`src/rtl/serial_pattern_tx_if.sv`:
```
// Parallel-load / serial-out handshake bundle for serial_pattern_tx.
// The transmitter sits on the slave side; whoever supplies words uses master.
interface serial_pattern_tx_if #(
   parameter int unsigned NUM_OF_BITS = 4
);
   logic                   Load;
   logic [NUM_OF_BITS-1:0] DataIn;
   logic                   Ready;
   logic                   SerOut;
   logic                   Busy;
   logic                   Done;

   modport master (
      output Load,
      output DataIn,
      input  Ready,
      input  SerOut,
      input  Busy,
      input  Done
   );

   modport slave (
      input  Load,
      input  DataIn,
      output Ready,
      output SerOut,
      output Busy,
      output Done
   );
endinterface

```
`src/rtl/serial_pattern_tx.sv`:
```
// Frames a parallel word as start(0), data LSB first, optional even parity, stop(1).
// Define SERIAL_TX_PARITY_EN to insert the parity bit between data and stop.
module serial_pattern_tx #(
   parameter int unsigned NUM_OF_BITS = 4
) (
   input logic                Clk,
   input logic                Reset_n,
   serial_pattern_tx_if.slave bus
);

   localparam int unsigned CNT_W    = $clog2(NUM_OF_BITS) + 1;
   localparam int unsigned LAST_BIT = NUM_OF_BITS - 1;

   if (NUM_OF_BITS < 1 || NUM_OF_BITS > 16) begin : g_bad_width
      $error("serial_pattern_tx: NUM_OF_BITS must be within 1..16");
   end

`ifdef SERIAL_TX_PARITY_EN
   typedef enum logic [2:0] {
      IDLE   = 3'd0,
      START  = 3'd1,
      DATA   = 3'd2,
      PARITY = 3'd3,
      STOP   = 3'd4
   } state_t;
`else
   typedef enum logic [1:0] {
      IDLE  = 2'd0,
      START = 2'd1,
      DATA  = 2'd2,
      STOP  = 2'd3
   } state_t;
`endif

   state_t                 state_q, state_n;
   logic [NUM_OF_BITS-1:0] shreg_q, shreg_n;
   logic [CNT_W-1:0]       cnt_q, cnt_n;
   logic                   ser_q, ser_n;
   logic                   done_q, done_n;
   logic                   ready_q, ready_n;
   logic                   busy_q, busy_n;
`ifdef SERIAL_TX_PARITY_EN
   logic                   parity_q, parity_n;
`endif

   // State and output registers; every output is a flop so Load/DataIn never reach SerOut combinationally
   always_ff @(posedge Clk or negedge Reset_n) begin
      if (!Reset_n) begin
         state_q  <= IDLE;
         shreg_q  <= '0;
         cnt_q    <= '0;
         ser_q    <= 1'b1;
         done_q   <= 1'b0;
         ready_q  <= 1'b1;
         busy_q   <= 1'b0;
`ifdef SERIAL_TX_PARITY_EN
         parity_q <= 1'b0;
`endif
      end else begin
         state_q  <= state_n;
         shreg_q  <= shreg_n;
         cnt_q    <= cnt_n;
         ser_q    <= ser_n;
         done_q   <= done_n;
         ready_q  <= ready_n;
         busy_q   <= busy_n;
`ifdef SERIAL_TX_PARITY_EN
         parity_q <= parity_n;
`endif
      end
   end

   // Next state plus the line level for the cycle being entered, so SerOut is aligned with state_q
   always_comb begin
      state_n  = state_q;
      shreg_n  = shreg_q;
      cnt_n    = cnt_q;
      ser_n    = 1'b1;
      done_n   = 1'b0;
`ifdef SERIAL_TX_PARITY_EN
      parity_n = parity_q;
`endif
      case (state_q)
         IDLE: begin
            if (bus.Load) begin
               state_n  = START;
               shreg_n  = bus.DataIn;
               cnt_n    = '0;
               ser_n    = 1'b0;
`ifdef SERIAL_TX_PARITY_EN
               parity_n = ^bus.DataIn;
`endif
            end
         end
         START: begin
            state_n = DATA;
            cnt_n   = '0;
            ser_n   = shreg_q[0];
         end
         DATA: begin
            shreg_n = shreg_q >> 1;
            cnt_n   = cnt_q + CNT_W'(1);
            if (cnt_q == CNT_W'(LAST_BIT)) begin
`ifdef SERIAL_TX_PARITY_EN
               state_n = PARITY;
               ser_n   = parity_q;
`else
               state_n = STOP;
               done_n  = 1'b1;
`endif
            end else begin
               ser_n = shreg_n[0];
            end
         end
`ifdef SERIAL_TX_PARITY_EN
         PARITY: begin
            state_n = STOP;
            done_n  = 1'b1;
         end
`endif
         STOP: begin
            state_n = IDLE;
         end
         default: begin
            state_n = IDLE;
         end
      endcase
      ready_n = (state_n == IDLE);
      busy_n  = ~ready_n;
   end

   assign bus.SerOut = ser_q;
   assign bus.Done   = done_q;
   assign bus.Ready  = ready_q;
   assign bus.Busy   = busy_q;

endmodule
```
`src/flat_wrapper.sv`:
```
// flat-port wrapper written by rule: the top's interface ports become plain ports
module serial_pattern_tx_flat 
#(
   parameter int unsigned NUM_OF_BITS = 4
)
  (Clk, Reset_n, bus_Load, bus_DataIn, bus_Ready, bus_SerOut, bus_Busy, bus_Done);
  serial_pattern_tx_if #(.NUM_OF_BITS(NUM_OF_BITS)) bus_i ();
  input logic Clk;
  input logic Reset_n;
  input wire logic [$bits(bus_i.Load)-1:0] bus_Load;
  input wire logic [$bits(bus_i.DataIn)-1:0] bus_DataIn;
  output wire logic [$bits(bus_i.Ready)-1:0] bus_Ready;
  output wire logic [$bits(bus_i.SerOut)-1:0] bus_SerOut;
  output wire logic [$bits(bus_i.Busy)-1:0] bus_Busy;
  output wire logic [$bits(bus_i.Done)-1:0] bus_Done;
  assign bus_i.Load = bus_Load;
  assign bus_i.DataIn = bus_DataIn;
  assign bus_Ready = bus_i.Ready;
  assign bus_SerOut = bus_i.SerOut;
  assign bus_Busy = bus_i.Busy;
  assign bus_Done = bus_i.Done;
  serial_pattern_tx #(.NUM_OF_BITS(NUM_OF_BITS)) u_core (.Clk(Clk), .Reset_n(Reset_n), .bus(bus_i));
endmodule
```
`config.mk`:
```
export PLATFORM = sky130hd
export DESIGN_NAME = serial_pattern_tx_flat
export DESIGN_NICKNAME = d
export VERILOG_FILES = /design/src/rtl/serial_pattern_tx_if.sv /design/src/rtl/serial_pattern_tx.sv /design/src/flat_wrapper.sv
export SDC_FILE = /design/constraint.sdc
export NUM_CORES = 1
export LEC_CHECK = 0
export ABC_AREA = 1
export BUFFER_PORTS_ARGS = -buffer_cell sky130_fd_sc_hd__clkbuf_2
export CORE_MARGIN = 2
export CORE_UTILIZATION = 40
export CTS_CLUSTER_SIZE = 12
export DETAILED_ROUTE_END_ITERATION = 8
export PLACE_DENSITY = 0.56
export REMOVE_ABC_BUFFERS = 1
export SYNTH_ARGS = -nofsm -noshare
export SYNTH_HDL_FRONTEND = slang
export SYNTH_SLANG_ARGS = --single-unit
export TNS_END_PERCENT = 1
```
`constraint.sdc`:
```
create_clock -name Clk -period 1.4 [get_ports Clk]
set_input_delay 0.28 -clock Clk [delete_from_list [all_inputs] [get_ports Clk]]
set_output_delay 0.28 -clock Clk [all_outputs]
set_load 0.02 [all_outputs]
```
==> results of run 1 <==
[worst min-delay path: cells and delay by family]
family | cells | cell delay (ns)
simple gates | 2 | 0.12
buf+inv | 1 | 0.08
[cells in the final DEF, fill, tap and decap left out, drive strengths merged]
cell         count
dfrtp           11
ha               7
nand3b           1
nand3            5
o21bai           1
dfstp            2
dlygate4sd3      1
o21ai            2
nor2             6
clkbuf          14
inv              8
nand4            1
nand2           34
[metal layers]
layer	track usage, %	wire [um]	vias up
met3	6.40	58	2
met1	16.0	570	225
met5	0	0	-
li1	-	-	272
met2	22.0	501	9
met4	7.06	14	0
[kinds of logic after synthesis]
group,after synthesis
simple gates,47
flops,13
buf+inv,9
fa+ha+maj,7
compound gates,3
[state kept, by name, summed over array words and instances, names as in the netlist]
| name | count |
|---|---|
| u_core.bus.Ready | 1 |
| u_core.state_q | 2 |
| u_core.cnt_q | 3 |
| u_core.bus.Busy | 1 |
| u_core.bus.Done | 1 |
| u_core.bus.SerOut | 1 |
| u_core.shreg_q | 4 |
[power groups by stage]
| stage | logic [mW] | clock network [mW] | registers, mW |
|---|---|---|---|
| after floorplan | 0.562 | 0 | 0.685 |
| after global placement | 0.797 | 0 | 0.646 |
| after detailed placement | 0.800 | 0 | 0.644 |
| after CTS | 0.801 | 0.247 | 0.637 |
| after global routing | 0.922 | 0.266 | 0.651 |
| final | 0.802 | 0.229 | 0.637 |
[area by class of cell]
cell class	instances	area share, %
Timing Repair Buffer	11	7.70
Tap cell	16	2.57
Inverter	8	4.17
Multi-Input combinational cell	57	40.1
Sequential cell	13	42.1
Clock buffer	4	3.37
[worst max path at each step]
stage	start	endpoint	depth (start not counted)
floorplan	u_core.state_q[0]	u_core.bus.Ready	7
global placement	u_core.state_q[0]	u_core.shreg_q[2]	7
detailed placement	u_core.state_q[0]	u_core.shreg_q[2]	7
CTS	u_core.state_q[0]	u_core.shreg_q[2]	7
global route	u_core.state_q[0]	u_core.shreg_q[2]	7
finish	u_core.state_q[0]	u_core.shreg_q[2]	7
[per-stage QoR]
step / hold WS, ns / utilization [%] / std cells / total power [mW] / setup WS, ns
CTS: 0.233 / 50.2 / 109 / 1.69 / 0.0398
floorplan: -0.0156 / - / 78 / 1.25 / 0.198
global placement: 0.188 / 47.8 / 104 / 1.44 / 0.0972
finish: 0.245 / 50.6 / 109 / 1.67 / 0.138
detailed placement: 0.193 / 47.8 / 104 / 1.44 / 0.0477
global route: 0.238 / 50.6 / 109 / 1.84 / 0.0141
[timing repair]
item / 4_1_cts / 5_1_grt
endpoints found under the hold margin: 11 / 0
hold buffers: 1 / 0
buffers inserted: 0 / 0
setup endpoints to repair: 0 / 9
resized for setup: 0 / 2
==> results_dict.tcl, run 1 <==
set metrics [dict create \
    layout-drive-gt1-share_pct 25.8 \
    regToRegSetupSlack_ns 0.14 \
    ir_drop_v 0.00106 \
    yosysWarnings 0 \
    synth-compound-area-share_pct 2.58 \
    cts_buffer_depth 2 \
    cp_common_cell "nand2_1" \
    power_switching_mw 0.708 \
    required_ns 1.57 \
    root_buffer "clkbuf_4" \
    synth-edff-count 0 \
    arrival_ns 1.43 \
    r2r_end "u_core.shreg_q[2]" \
    seq_area_um2 328 \
    synth_seq_cells 13 \
    finClkSkew_ns 0.00153 \
    yosys.area.top_type_share_pct 40.6 \
    grt_overflow 0 \
    path_buf_inv 2 \
    pwr-share-seq_pct 38.2 \
    hold_violations 0 \
    dp_hpwl_um 868 \
    rows 14 \
    insertion_delay_ns 0.27 \
    grt_pass1_vias 478 \
    area_delta_synth_final_pct 14.9 \
    dieArea_um2 2040 \
    die_x_um 45.2 \
    synth_area_leaders "dfrtp_1, nand2_1, ha_1" \
    yosys.area_share.simple_pct 29.7 \
    min_to "u_core.shreg_q[3]" \
    cp_max_fo 8 \
    n_antenna_cell 0 \
    initial_core_util_pct 44.0 \
    postSynth.asyncResetShare_pct 100 \
    cts_tree "yes" \
    cts_buffers 3 \
    vias 508 \
    setup_viol 0 \
    relSlewSlack_pct 78.1 \
    drt_iter0_drc 12 \
    worst-r2r-cell-count 7 \
    holdPathStages 3 \
    synth_area_leader_cell "dfrtp_1" \
    r2r-start "u_core.state_q[0]" \
    design_area_um2 779 \
    core-area_um2 1540 \
    fin_crit_sh_pct 90.1 \
    maxCapViolCount 0 \
    worst_pin_slew_ns 0.329 \
    dieHeight_um 45.2 \
    cp_top_family "flip-flops" \
    max_freq_mhz 793 \
    synthMuxAreaShare_pct 0 \
    grt_max_degree 14 \
    hp-class "in2reg" \
    critPathLaunchType "flip-flop" \
    syn_area_um2 678 \
    finalMaxSlewViolations 0 \
    rsz0062_at_grt "no" \
    fin_tns_setup_ns 0 \
    ys_types 17 \
    p_sw_share_pct 42.5 \
    p_leak_nw 0.446 \
    synth_top_family_by_area "simple AND/OR/NAND/NOR gates" \
    fillers 158 \
    via_per_inst 4.66 \
    wl_mm 1.15 \
    cp_cell_sequence "inv_1 > ha_2 > inv_4 > nand2_1 > nand2_1 > nand2_1 > nand2_1" \
    place_congestion 0.838 \
    post_dp_cell_area_um2 737 \
    yosysSeqAreaShare_pct 48.3 \
    drc_errors 0 \
    io_buffer_count 10 \
    fin_nets 108 \
    clkSlewWorstSetupHoldPaths_ns 0.07 \
    ant_nets 0 \
    cts-htree-levels 1 \
    crit_path_max_incr_delay_ns 0.42 \
    synth-xor-area-share_pct 0 \
    synth_cells 79 \
    synth_most_common_cell "nand2_1" \
    firstDrtPassIters 4 \
    grt_pass1_wl_mm 1.97 \
    period_needed_ns 1.26 \
    power.internal_mw 0.960 \
    grt.total_usage_pct 14.0 \
    end_kind "flip-flop" \
    synth_fa_ha_area_share_pct 12.9 \
    synth_ff_type "dfrtp_1" \
    clock_power_share_pct 13.7 \
    combPwrFrac_pct 48.1 \
    grt_antenna_before_repair 0 \
    syn_area_per_cell_um2 8.58 \
    outcome "completed" \
    hp-start "bus_DataIn[3]" \
    critPathSlowestCell "dfrtp_1" \
    wl_per_cell_um 10.5 \
    power_density_nw_per_um2 2140 \
    synth_common_cells "nand2_1, dfrtp_1, ha_1, inv_1, nand3_1" \
    cts_sinks 13 \
    multi_input_area_um2 313 \
    path_class "reg2reg" \
    io_pins 11 \
]
Note: power is estimated with default switching activity, not from simulation.
==> run 2: changes to the inputs <==
Settings changed: SETUP_SLACK_MARGIN set to 0.15, SKIP_LAST_GASP set to 1.
==> results_dict.tcl, run 2 (same netlist as run 1, synthesis figures left out) <==
set metrics [dict create \
    holdPathStages 3 \
    critPathLaunchType "flip-flop" \
    relSlewSlack_pct 78.1 \
    grt_pass1_wl_mm 1.99 \
    area_delta_synth_final_pct 22.0 \
    period_needed_ns 1.23 \
    fillers 151 \
    dieHeight_um 45.2 \
    post_dp_cell_area_um2 737 \
    required_ns 1.12 \
    n_antenna_cell 0 \
    cp_max_fo 1 \
    cp_top_family "flip-flops" \
    worst-r2r-cell-count 7 \
    p_leak_nw 0.454 \
    wl_per_cell_um 11.4 \
    cts-htree-levels 1 \
    ir_drop_v 0.00113 \
    cts_tree "yes" \
    fin_crit_sh_pct 87.9 \
    dp_hpwl_um 868 \
    cp_cell_sequence "clkbuf_2" \
    arrival_ns 0.95 \
    grt_max_degree 14 \
    fin_tns_setup_ns 0 \
    cts_sinks 13 \
    critPathSlowestCell "dfstp_2" \
    top_regs "u_core.shreg_q x4, u_core.cnt_q x3, u_core.state_q x2" \
    path_buf_inv 1 \
    io_pins 11 \
    min_to "u_core.shreg_q[3]" \
    rsz0062_at_grt "yes" \
    hp-start "bus_DataIn[3]" \
    core-area_um2 1540 \
    path_class "reg2out" \
    via_per_inst 4.68 \
    final_common_cell "nand2_1" \
    layout-drive-gt1-share_pct 33.7 \
    cts_buffer_depth 2 \
    design_area_um2 827 \
    place_congestion 0.838 \
    die_x_um 45.2 \
    worst_pin_slew_ns 0.329 \
    io_buffer_count 10 \
    initial_core_util_pct 44.0 \
    root_buffer "clkbuf_4" \
    largest_register "u_core.shreg_q" \
    hold_slack_ns 0.242 \
    drc_errors 0 \
    r2r_end "u_core.bus.Ready" \
    outcome "completed" \
    grt.total_usage_pct 14.1 \
    regToRegSetupSlack_ns 0.18 \
    cts_buffers 3 \
    ant_nets 0 \
    wl_mm 1.27 \
    vias 519 \
    end_kind "primary output" \
    final_cell_mix "nand2_1, dfrtp_1, clkbuf_2" \
    finalMaxSlewViolations 0 \
    rows 14 \
    r2r-start "u_core.cnt_q[0]" \
    postLayoutCoreUtil_pct 53.7 \
    clkSlewWorstSetupHoldPaths_ns 0.08 \
    hold_violations 0 \
    fin_nets 110 \
    firstDrtPassIters 4 \
    grt_antenna_before_repair 0 \
    largest_register_ffs 4 \
    hp-class "in2reg" \
    max_freq_mhz 813 \
    crit_path_max_incr_delay_ns 0.52 \
    maxCapViolCount 0 \
    grt_overflow 0 \
    dieArea_um2 2040 \
    setup_viol 0 \
    grt_pass1_vias 477 \
    finClkSkew_ns 0.00445 \
    insertion_delay_ns 0.28 \
    drt_iter0_drc 7 \
    power_density_nw_per_um2 2220 \
]
-- run 2: cell count changes in the layout (fill, tap and decap cells not counted), sizes merged --
cell    previous run  this run
buf                0         3
clkbuf            14        13
-- run 2: final cells by class --
| cell class | count | area [um2] | share of cell area, % |
|---|---|---|---|
| Timing Repair Buffer | 13 | 75.1 | 9.08 |
| Clock buffer | 4 | 26.3 | 3.18 |
| Multi-Input combinational cell | 57 | 345 | 41.8 |
| Tap cell | 16 | 20.0 | 2.42 |
| Inverter | 8 | 32.5 | 3.93 |
| Sequential cell | 13 | 328 | 39.6 |
-- run 2: worst max path at each step --
stage | cells after the start | endpoint | from
floorplan | 7 | u_core.bus.Ready | u_core.state_q[0]
global placement | 7 | u_core.shreg_q[2] | u_core.state_q[0]
detailed placement | 7 | u_core.shreg_q[2] | u_core.state_q[0]
CTS | 7 | u_core.shreg_q[2] | u_core.state_q[0]
global route | 7 | u_core.bus.Ready | u_core.cnt_q[0]
finish | 1 | bus_SerOut | u_core.bus.SerOut
-- run 2: layer usage --
| metal | share of wire (%) | GRT usage [%] | vias up |
|---|---|---|---|
| met5 | 0 | 0 | - |
| met4 | 1.9 | 7.06 | 0 |
| met3 | 4.7 | 6.40 | 4 |
| met2 | 47 | 22.0 | 8 |
| met1 | 46 | 16.3 | 231 |
| li1 | - | - | 276 |
-- run 2: power by group --
part,switching [mW],internal (mW),total [mW]
registers,0.0835,0.552,0.636
logic,0.573,0.393,0.967
clock network,0.120,0.111,0.231
-- run 2: what timing repair did --
item | in CTS | in global routing
endpoints found under the hold margin | 11 | 0
setup buffers | 0 | 2
hold buffers | 1 | 0
gates cloned | 0 | 0
resized for setup | 2 | 9
setup endpoints to repair | 10 | 13
-- run 2: stage by stage --
step	std cells	total power [mW]	setup slack, ns
global placement	104	1.44	0.0972
floorplan	78	1.25	0.198
finish	111	1.83	0.169
global route	111	2.00	0.105
CTS	109	1.70	0.139
detailed placement	104	1.44	0.0477
==> run 3: changes to the inputs <==
Settings changed: CORE_MARGIN 2 to 4.
==> results_dict.tcl, run 3 (same netlist as run 1, synthesis figures left out) <==
set metrics [dict create \
    outcome "completed" \
    dp.cells 104 \
    path_buf_inv 1 \
    required_ns 1.12 \
    period_needed_ns 1.22 \
    pwr-share-seq_pct 35.3 \
    core-area_um2 1560 \
    end_kind "primary output" \
    cp_cell_sequence "buf_2" \
    grt_max_degree 14 \
    seq_area_um2 329 \
    final_common_cell "nand2_1" \
    power_density_nw_per_um2 2190 \
    relSlewSlack_pct 78.6 \
    maxCapViolCount 0 \
    fin_crit_sh_pct 87.1 \
    place_ws_ns 0.0624 \
    power_switching_mw 0.765 \
    grt_antenna_before_repair 0 \
    firstDrtPassIters 4 \
    cts_sinks 13 \
    grt.total_usage_pct 11.8 \
    critPathSlowestCell "dfstp_2" \
    clkSlewWorstSetupHoldPaths_ns 0.08 \
    rsz0062_at_grt "yes" \
    multi_input_area_um2 340 \
    regToRegSetupSlack_ns 0.21 \
    dieHeight_um 49.2 \
    n_antenna_cell 0 \
    dp_hpwl_um 921 \
    post_dp_cell_area_um2 737 \
    finalMaxSlewViolations 0 \
    crit_path_max_incr_delay_ns 0.52 \
    initial_core_util_pct 43.5 \
    worst_pin_slew_ns 0.321 \
    design_area_um2 838 \
    root_buffer "clkbuf_4" \
    cp_max_fo 1 \
    ir_drop_v 0.00113 \
    fin_nets 112 \
    layout-drive-gt1-share_pct 35.1 \
    max_freq_mhz 821 \
    wl_mm 1.24 \
    cts-htree-levels 1 \
    combPwrFrac_pct 52.4 \
    cts_tree "yes" \
    finClkSkew_ns 0.00516 \
    drc_errors 0 \
    cp_top_family "flip-flops" \
    layout_setup_ws_ns 0.181 \
    p_sw_share_pct 41.7 \
    p_leak_nw 0.462 \
    power.internal_mw 1.07 \
    dieArea_um2 2420 \
    arrival_ns 0.94 \
    cts_buffers 3 \
    top_regs "u_core.shreg_q x4, u_core.cnt_q x3, u_core.state_q x2" \
    grt_pass1_vias 474 \
    wl_per_cell_um 11.0 \
    fin_cells 113 \
    die_x_um 49.2 \
    hold_violations 0 \
    ant_nets 0 \
    fillers 146 \
    largest_register "u_core.shreg_q" \
    cts_buffer_depth 2 \
    path_class "reg2out" \
    largest_register_ffs 4 \
    area_delta_synth_final_pct 23.6 \
    clock_power_share_pct 12.3 \
    grt_overflow 0 \
    critPathLaunchType "flip-flop" \
    insertion_delay_ns 0.27 \
    place_congestion 0.784 \
    rows 14 \
    io_pins 11 \
    grt_pass1_wl_mm 2.13 \
    hp-class "in2reg" \
    io_buffer_count 10 \
    vias 523 \
    final_cell_mix "nand2_1, dfrtp_1, clkbuf_2" \
    setup_viol 0 \
    via_per_inst 4.63 \
    drt_iter0_drc 2 \
    fin_tns_setup_ns 0 \
]
run 3: per-layer routing:
metal  vias to the layer above  global-route usage (%)  wire, um
met5                         -                       0         0
met4                         0                    4.27        10
met3                         2                    5.50        60
met2                        10                    15.4       560
met1                       232                    16.6       609
li1                        279                       -         -
run 3: stage by stage:
stage | power [mW] | util, % | hold WS, ns
CTS | 1.74 | 50.8 | 0.226
global route | 2.02 | 53.8 | 0.245
finish | 1.83 | 53.8 | 0.233
global placement | 1.44 | 47.3 | 0.189
detailed placement | 1.45 | 47.3 | 0.193
floorplan | 1.25 | - | -0.0156
run 3: worst paths after layout:
kind,start,to,cells past startpoint
min reg2reg,u_core.cnt_q[2],u_core.cnt_q[2],2
max reg2reg,u_core.cnt_q[0],u_core.bus.Ready,7
max in group asynchronous,Reset_n,u_core.bus.SerOut,2
min,bus_DataIn[3],u_core.shreg_q[3],3
min in group asynchronous,Reset_n,u_core.cnt_q[2],2
max,u_core.bus.Ready,bus_Ready,1
run 3: layout make-up:
| class | count | area share [%] |
|---|---|---|
| well taps | 16 | 2.39 |
| inverters | 8 | 3.88 |
| multi-input cells | 57 | 40.6 |
| repair buffers | 15 | 10.7 |
| flip-flops and latches | 13 | 39.3 |
| clock buffers | 4 | 3.13 |
run 3: worst reg2reg max path: cells and delay by family (launching register included):
kind / cells / cell delay [ns]
flip-flops: 1 / 0.41
adder cells (fa/ha/maj): 2 / 0.37
buffers and inverters: 1 / 0.06
AND/OR/NAND/NOR: 4 / 0.30
run 3: timing repair:
| item | in CTS | in global routing |
|---|---|---|
| pin swaps | 0 | 2 |
| gates resized for setup | 5 | 6 |
| endpoints found under the hold margin | 11 | 0 |
| setup endpoints to repair | 10 | 12 |
| hold buffers | 1 | 0 |
| setup buffers | 0 | 4 |
run 3: power by group through the flow:
stage                     Combinational (mW)  Clock (mW)  Sequential, mW
after global placement                 0.796           0           0.646
after detailed placement               0.807           0           0.644
after CTS                              0.854       0.235           0.649
final                                  0.961       0.225           0.647
after global routing                    1.10       0.255           0.661
after floorplan                        0.562           0           0.685
